`src/rtl/richie_jr_pkg.sv`:
```
// Shared definitions for the Richie Jr fetch/execute path: default widths,
// the two opcodes the fetch unit cares about, and the fetch FSM encoding.
package richie_jr_pkg;

   localparam int ADDR_W_DEF  = 4;
   localparam int INSTR_W_DEF = 8;

   localparam logic [3:0] OP_JMP = 4'hE;
   localparam logic [3:0] OP_HLT = 4'hF;

   typedef enum logic [2:0] {
      ST_IDLE    = 3'd0,
      ST_FETCH   = 3'd1,
      ST_HOLD    = 3'd2,
      ST_WAIT_PC = 3'd3,
      ST_HALT    = 3'd4
   } fetch_state_t;

endpackage

```
`src/rtl/instr_predecode.sv`:
```
// Combinational predecode of an instruction word: flags the control-flow
// opcodes and extracts the jump target. Shared with the execute stage.
module instr_predecode
   import richie_jr_pkg::*;
#(
   parameter int ADDR_W  = ADDR_W_DEF,
   parameter int INSTR_W = INSTR_W_DEF
) (
   input  logic [INSTR_W-1:0] ir,
   output logic               is_jmp,
   output logic               is_hlt,
   output logic [ADDR_W-1:0]  jmp_target
);

   logic [3:0] opcode;

   assign opcode     = ir[INSTR_W-1 -: 4];
   assign is_jmp     = (opcode == OP_JMP);
   assign is_hlt     = (opcode == OP_HLT);
   assign jmp_target = ir[ADDR_W-1:0];

endmodule

```
`src/rtl/instr_fetch.sv`:
```
// Richie Jr instruction fetch unit. Reads program memory at the PC over a
// req/ack handshake, holds the word in ir for the execute stage and pulses
// the PC increment / jump-load controls when the instruction is consumed.
// Build option: define FETCH_TIMEOUT_EN to add a mem_ack watchdog that
// halts the unit and raises the sticky fetch_err flag after TIMEOUT stalled
// FETCH cycles. Without it FETCH waits forever and fetch_err is tied low.
//
// state   | meaning
// IDLE    | waiting for start
// FETCH   | mem_req high, waiting for mem_ack
// HOLD    | ir valid, waiting for ir_ready
// WAIT_PC | one cycle for the PC to settle after its pulse
// HALT    | stopped; only reset leaves
module instr_fetch
   import richie_jr_pkg::*;
#(
   parameter int ADDR_W  = ADDR_W_DEF,
   parameter int INSTR_W = INSTR_W_DEF
`ifdef FETCH_TIMEOUT_EN
   ,
   parameter int TIMEOUT = 15
`endif
) (
   input  logic               clk,
   input  logic               res_n,
   input  logic               start,
   input  logic [ADDR_W-1:0]  pc_addr,
   output logic               pc_en,
   output logic               pc_load,
   output logic [ADDR_W-1:0]  pc_load_val,
   output logic               mem_req,
   output logic [ADDR_W-1:0]  mem_addr,
   input  logic               mem_ack,
   input  logic [INSTR_W-1:0] mem_data,
   output logic [INSTR_W-1:0] ir,
   output logic               ir_valid,
   input  logic               ir_ready,
   output logic               halted,
   output logic               fetch_err
);

   fetch_state_t      state, state_nxt;
   logic              is_jmp, is_hlt;
   logic [ADDR_W-1:0] jmp_target;
   logic              ack_hit;
   logic              timeout_hit;

   instr_predecode #(
      .ADDR_W  (ADDR_W),
      .INSTR_W (INSTR_W)
   ) u_predecode (
      .ir         (ir),
      .is_jmp     (is_jmp),
      .is_hlt     (is_hlt),
      .jmp_target (jmp_target)
   );

   assign ack_hit = (state == ST_FETCH) && mem_ack;

`ifdef FETCH_TIMEOUT_EN
   localparam int CNT_W = $clog2(TIMEOUT + 1);

   logic [CNT_W-1:0] wait_cnt;
   logic             err_q;

   // Stall counter: zero on FETCH entry, counts FETCH cycles without ack.
   always_ff @(posedge clk or negedge res_n) begin
      if (!res_n) begin
         wait_cnt <= '0;
         err_q    <= 1'b0;
      end else begin
         if ((state == ST_FETCH) && !mem_ack)
            wait_cnt <= wait_cnt + 1'b1;
         else
            wait_cnt <= '0;
         if (timeout_hit)
            err_q <= 1'b1;
      end
   end

   // The edge that would bring the count to TIMEOUT is the timeout edge.
   assign timeout_hit = (state == ST_FETCH) && !mem_ack &&
                        (wait_cnt == CNT_W'(TIMEOUT - 1));
   assign fetch_err   = err_q;
`else
   assign timeout_hit = 1'b0;
   assign fetch_err   = 1'b0;
`endif

   // State register.
   always_ff @(posedge clk or negedge res_n) begin
      if (!res_n)
         state <= ST_IDLE;
      else
         state <= state_nxt;
   end

   // Next state plus the HOLD-exit PC pulses (Mealy, so the PC moves on the
   // consume edge and has the whole WAIT_PC cycle to settle).
   always_comb begin
      state_nxt = state;
      pc_en     = 1'b0;
      pc_load   = 1'b0;
      case (state)
         ST_IDLE:    if (start) state_nxt = ST_FETCH;
         ST_FETCH: begin
            if (mem_ack)          state_nxt = ST_HOLD;
            else if (timeout_hit) state_nxt = ST_HALT;
         end
         ST_HOLD: begin
            if (ir_ready) begin
               if (is_hlt) begin
                  state_nxt = ST_HALT;
               end else begin
                  state_nxt = ST_WAIT_PC;
                  pc_load   = is_jmp;
                  pc_en     = !is_jmp;
               end
            end
         end
         ST_WAIT_PC: state_nxt = ST_FETCH;
         ST_HALT:    state_nxt = ST_HALT;
         default:    state_nxt = ST_IDLE;
      endcase
   end

   // Address latch and instruction register.
   always_ff @(posedge clk or negedge res_n) begin
      if (!res_n) begin
         mem_addr <= '0;
         ir       <= '0;
      end else begin
         if (((state == ST_IDLE) && start) || (state == ST_WAIT_PC))
            mem_addr <= pc_addr;
         if (ack_hit)
            ir <= mem_data;
      end
   end

   assign pc_load_val = pc_load ? jmp_target : '0;
   assign mem_req     = (state == ST_FETCH);
   assign ir_valid    = (state == ST_HOLD);
   assign halted      = (state == ST_HALT);

endmodule

```
`config.mk`:
```
export PLATFORM = sky130hd
export DESIGN_NAME = instr_fetch
export DESIGN_NICKNAME = d
export VERILOG_FILES = /design/src/rtl/richie_jr_pkg.sv /design/src/rtl/instr_predecode.sv /design/src/rtl/instr_fetch.sv
export SDC_FILE = /design/constraint.sdc
export NUM_CORES = 1
export LEC_CHECK = 0
export ABC_AREA = 1
export BUFFER_PORTS_ARGS = -buffer_cell sky130_fd_sc_hd__buf_2
export CORE_MARGIN = 1.5
export CORE_UTILIZATION = 44
export DETAILED_ROUTE_END_ITERATION = 8
export GPL_TIMING_DRIVEN = 0
export PLACE_DENSITY = 0.89
export SLEW_MARGIN = 20
export SYNTH_ARGS = -nofsm -noshare
export SYNTH_HDL_FRONTEND = slang
export SYNTH_SLANG_ARGS = --single-unit
```
`constraint.sdc`:
```
create_clock -name clk -period 1.4 [get_ports clk]
set_input_delay 0.14 -clock clk [delete_from_list [all_inputs] [get_ports clk]]
set_output_delay 0.14 -clock clk [all_outputs]
set_load 0.005 [all_outputs]
```
==> metrics.txt <==
largest net degree at the start of global routing 16; Setup WS post-layout -0.0808 ns; fin. max-slew vios 0; post-route clock period utilization 106%; total wire length 2.32 mm; initial antenna violation count 0; core area 1580 um2; num rows 14; Synth area leaders dfrtp_1 (48%), nand2_1 (13%), nand3_1 (7.7%), nor2_1 (7.7%), a21oi_2 (4.5%); status complete, but fails checks; # port buffers 37; fmax approximately 680 MHz; Crit path arrival time 1.34 ns; Mapped Nets ~120; GRT Util Overall around 22%; post-synthesis cell type count 19; CTS clk-pin slew, worst paths 0.09 ns; most common cell after layout, fill and taps aside buf_2; Num CTS Buffers 3; HP Start pc_addr[0]; Routed Antenna Nets 0; hold crit path type in -> reg; drt via density approximately 5.3; hpwl dp approximately 1.4 mm; Die Area 2020 um2; CP Max Fanout 5; power per cell area 2010 nW/um2; Reg2Reg Launch Point state[2]; failing checks setup timing; worst hold margin 0.0365 ns; n_diodes 0; DRT iter0 DRCs 29; cell taking the most area after synthesis dfrtp_1; vias in the first global route between 600 and 700; Worst VDD drop 981 uV; fraction of final layout cells sized beyond drive strength 1 ~52%; final hold vios 0; first-pass GRT wire length 3.06 mm; commonest cells after routing, fill and taps aside buf_2 (36), nand2_1 (24), buf_4 (14), dfrtp_1 (14), nor2_1 (12); FF+latch count, synth 15; CTS root buffer clkbuf_4; setup TNS -0.347 ns; part of the Yosys area used for sequential elements 48.4%; synthesized area around 780 um2; Starting Density 49.2%; CP startpoint kind register; Layout area overhead 54.2%; nets@finish 172; share of the synthesized area in the top cell type 48.4%; htree depth 1; wire per inst 13.7 um; CTS Buffer Depth 2; CTS sink count 15; die width roughly 45 um; WS Path Type reg -> out; Worst EP required 1.26 ns; clk_lat worst skew 0.29 ns; total gr overflow 0; Max-Cap Viols 0; num ports 39; post-layout min period 1.48 ns; GPL Wtd Cong approximately 0.8; Setup Skew 0.00535 ns; first-pass detailed-route iteration total 4; Pwr Total 2400 uW; DRC Markers 0; final setup fails 7; Setup crit start ir[7]; Leakage 0.000704 uW; Chip Height 45.0 um; vias around 900; Mapped Cells 99; mean area per synthesized cell 7.84 um2; crit end category output port; unrepaired setup endpoints after global routing true; YS warnings 0; CTS tree done
## logic make-up (layout without fill, tap and decap cells)
kind of cell / after synthesis / after routing / share of synthesized area [%]
DFF: 15 / 15 / 48.4
AOI/OAI and AO/OA: 7 / 7 / 6.77
and+or+nand+nor: 61 / 61 / 35.3
buffers and inverters: 15 / 70 / 9.03
other: 1 / 1 / 0.483
## worst max-delay path: stages, from the launching register on
cell,delay (ns)
dfrtp_1,0.39
nand2_2,0.08
inv_2,0.07
nand2_4,0.05
nor2_4,0.12
nand3_4,0.12
nor2_1,0.12
buf_2,0.11
## cell usage after synthesis
| library cell | number |
|---|---|
| o21ai_0 | 1 |
| nand2_4 | 1 |
| inv_1 | 9 |
| inv_2 | 3 |
| buf_6 | 1 |
| nand3_2 | 2 |
| nor3_1 | 1 |
| nand3_1 | 12 |
| a21oi_2 | 4 |
| nand2_1 | 26 |
| buf_4 | 1 |
| nand3b_1 | 1 |
| dfrtp_1 | 15 |
| o21bai_1 | 1 |
| a21oi_1 | 1 |
| inv_4 | 1 |
| nor2_1 | 16 |
| conb_1 | 1 |
| nor2_2 | 2 |
## sequential cells by signal, indices dropped and copies added (netlist names)
name      flops
ir            8
state         3
mem_addr      4
## cell type report
type / instances / area, um2
Timing Repair Buffer: 51 / 299
Buffer: 2 / 18.8
Multi-Input combinational cell: 69 / 404
Sequential cell: 15 / 377
Inverter: 13 / 51.3
Fill cell: 109 / 380
Tap cell: 16 / 20.0
Clock buffer: 4 / 26.3
## power by group
part           leakage, uW  total, uW  internal, uW  switching, uW
clock            0.0000150        256           111            145
sequential        0.000179        798           633            165
combinational     0.000510       1350           622            727
## through the flow
| step | setup slack [ns] | area (um2) | cells | util, % |
|---|---|---|---|---|
| 2_1_floorplan | 0.310 | 776 | 99 | - |
| 3_3_place_gp | 0.170 | 981 | 152 | 62.2 |
| 3_5_place_dp | 0.0881 | 981 | 152 | 62.2 |
| 4_1_cts | -0.0643 | 1090 | 164 | 69.4 |
| 5_1_grt | -0.133 | 1200 | 170 | 75.9 |
| 6_report | -0.0808 | 1200 | 170 | 75.9 |
## path summary, 6_finish.rpt
kind                                  endpoint  depth (start not counted)  slack (ns)
worst max-delay path            pc_load_val[1]                          7       -0.08
worst min-delay path               mem_addr[0]                          3        0.04
worst max register to register           ir[0]                          8        0.07
worst min register to register     mem_addr[0]                          2        0.52
max in group asynchronous             state[1]                          2        0.85
min in group asynchronous          mem_addr[0]                          2        0.28
## layer usage
layer  up-vias  global-route usage, %  routed length [um]
met5         -                      0                   0
met3         8                   2.80                 156
met2        64                   36.9                1290
li1        422                      -                   -
met1       404                   25.4                 827
met4         0                   12.9                  48
## what timing repair did
item,4_1_cts,5_1_grt
pin swaps,5,6
gates resized for setup,6,14
endpoints found under the hold margin,15,0
endpoints found under the setup margin,5,10
hold buffers,1,0
buffers inserted,7,6
(Power assumes the default switching activity.)
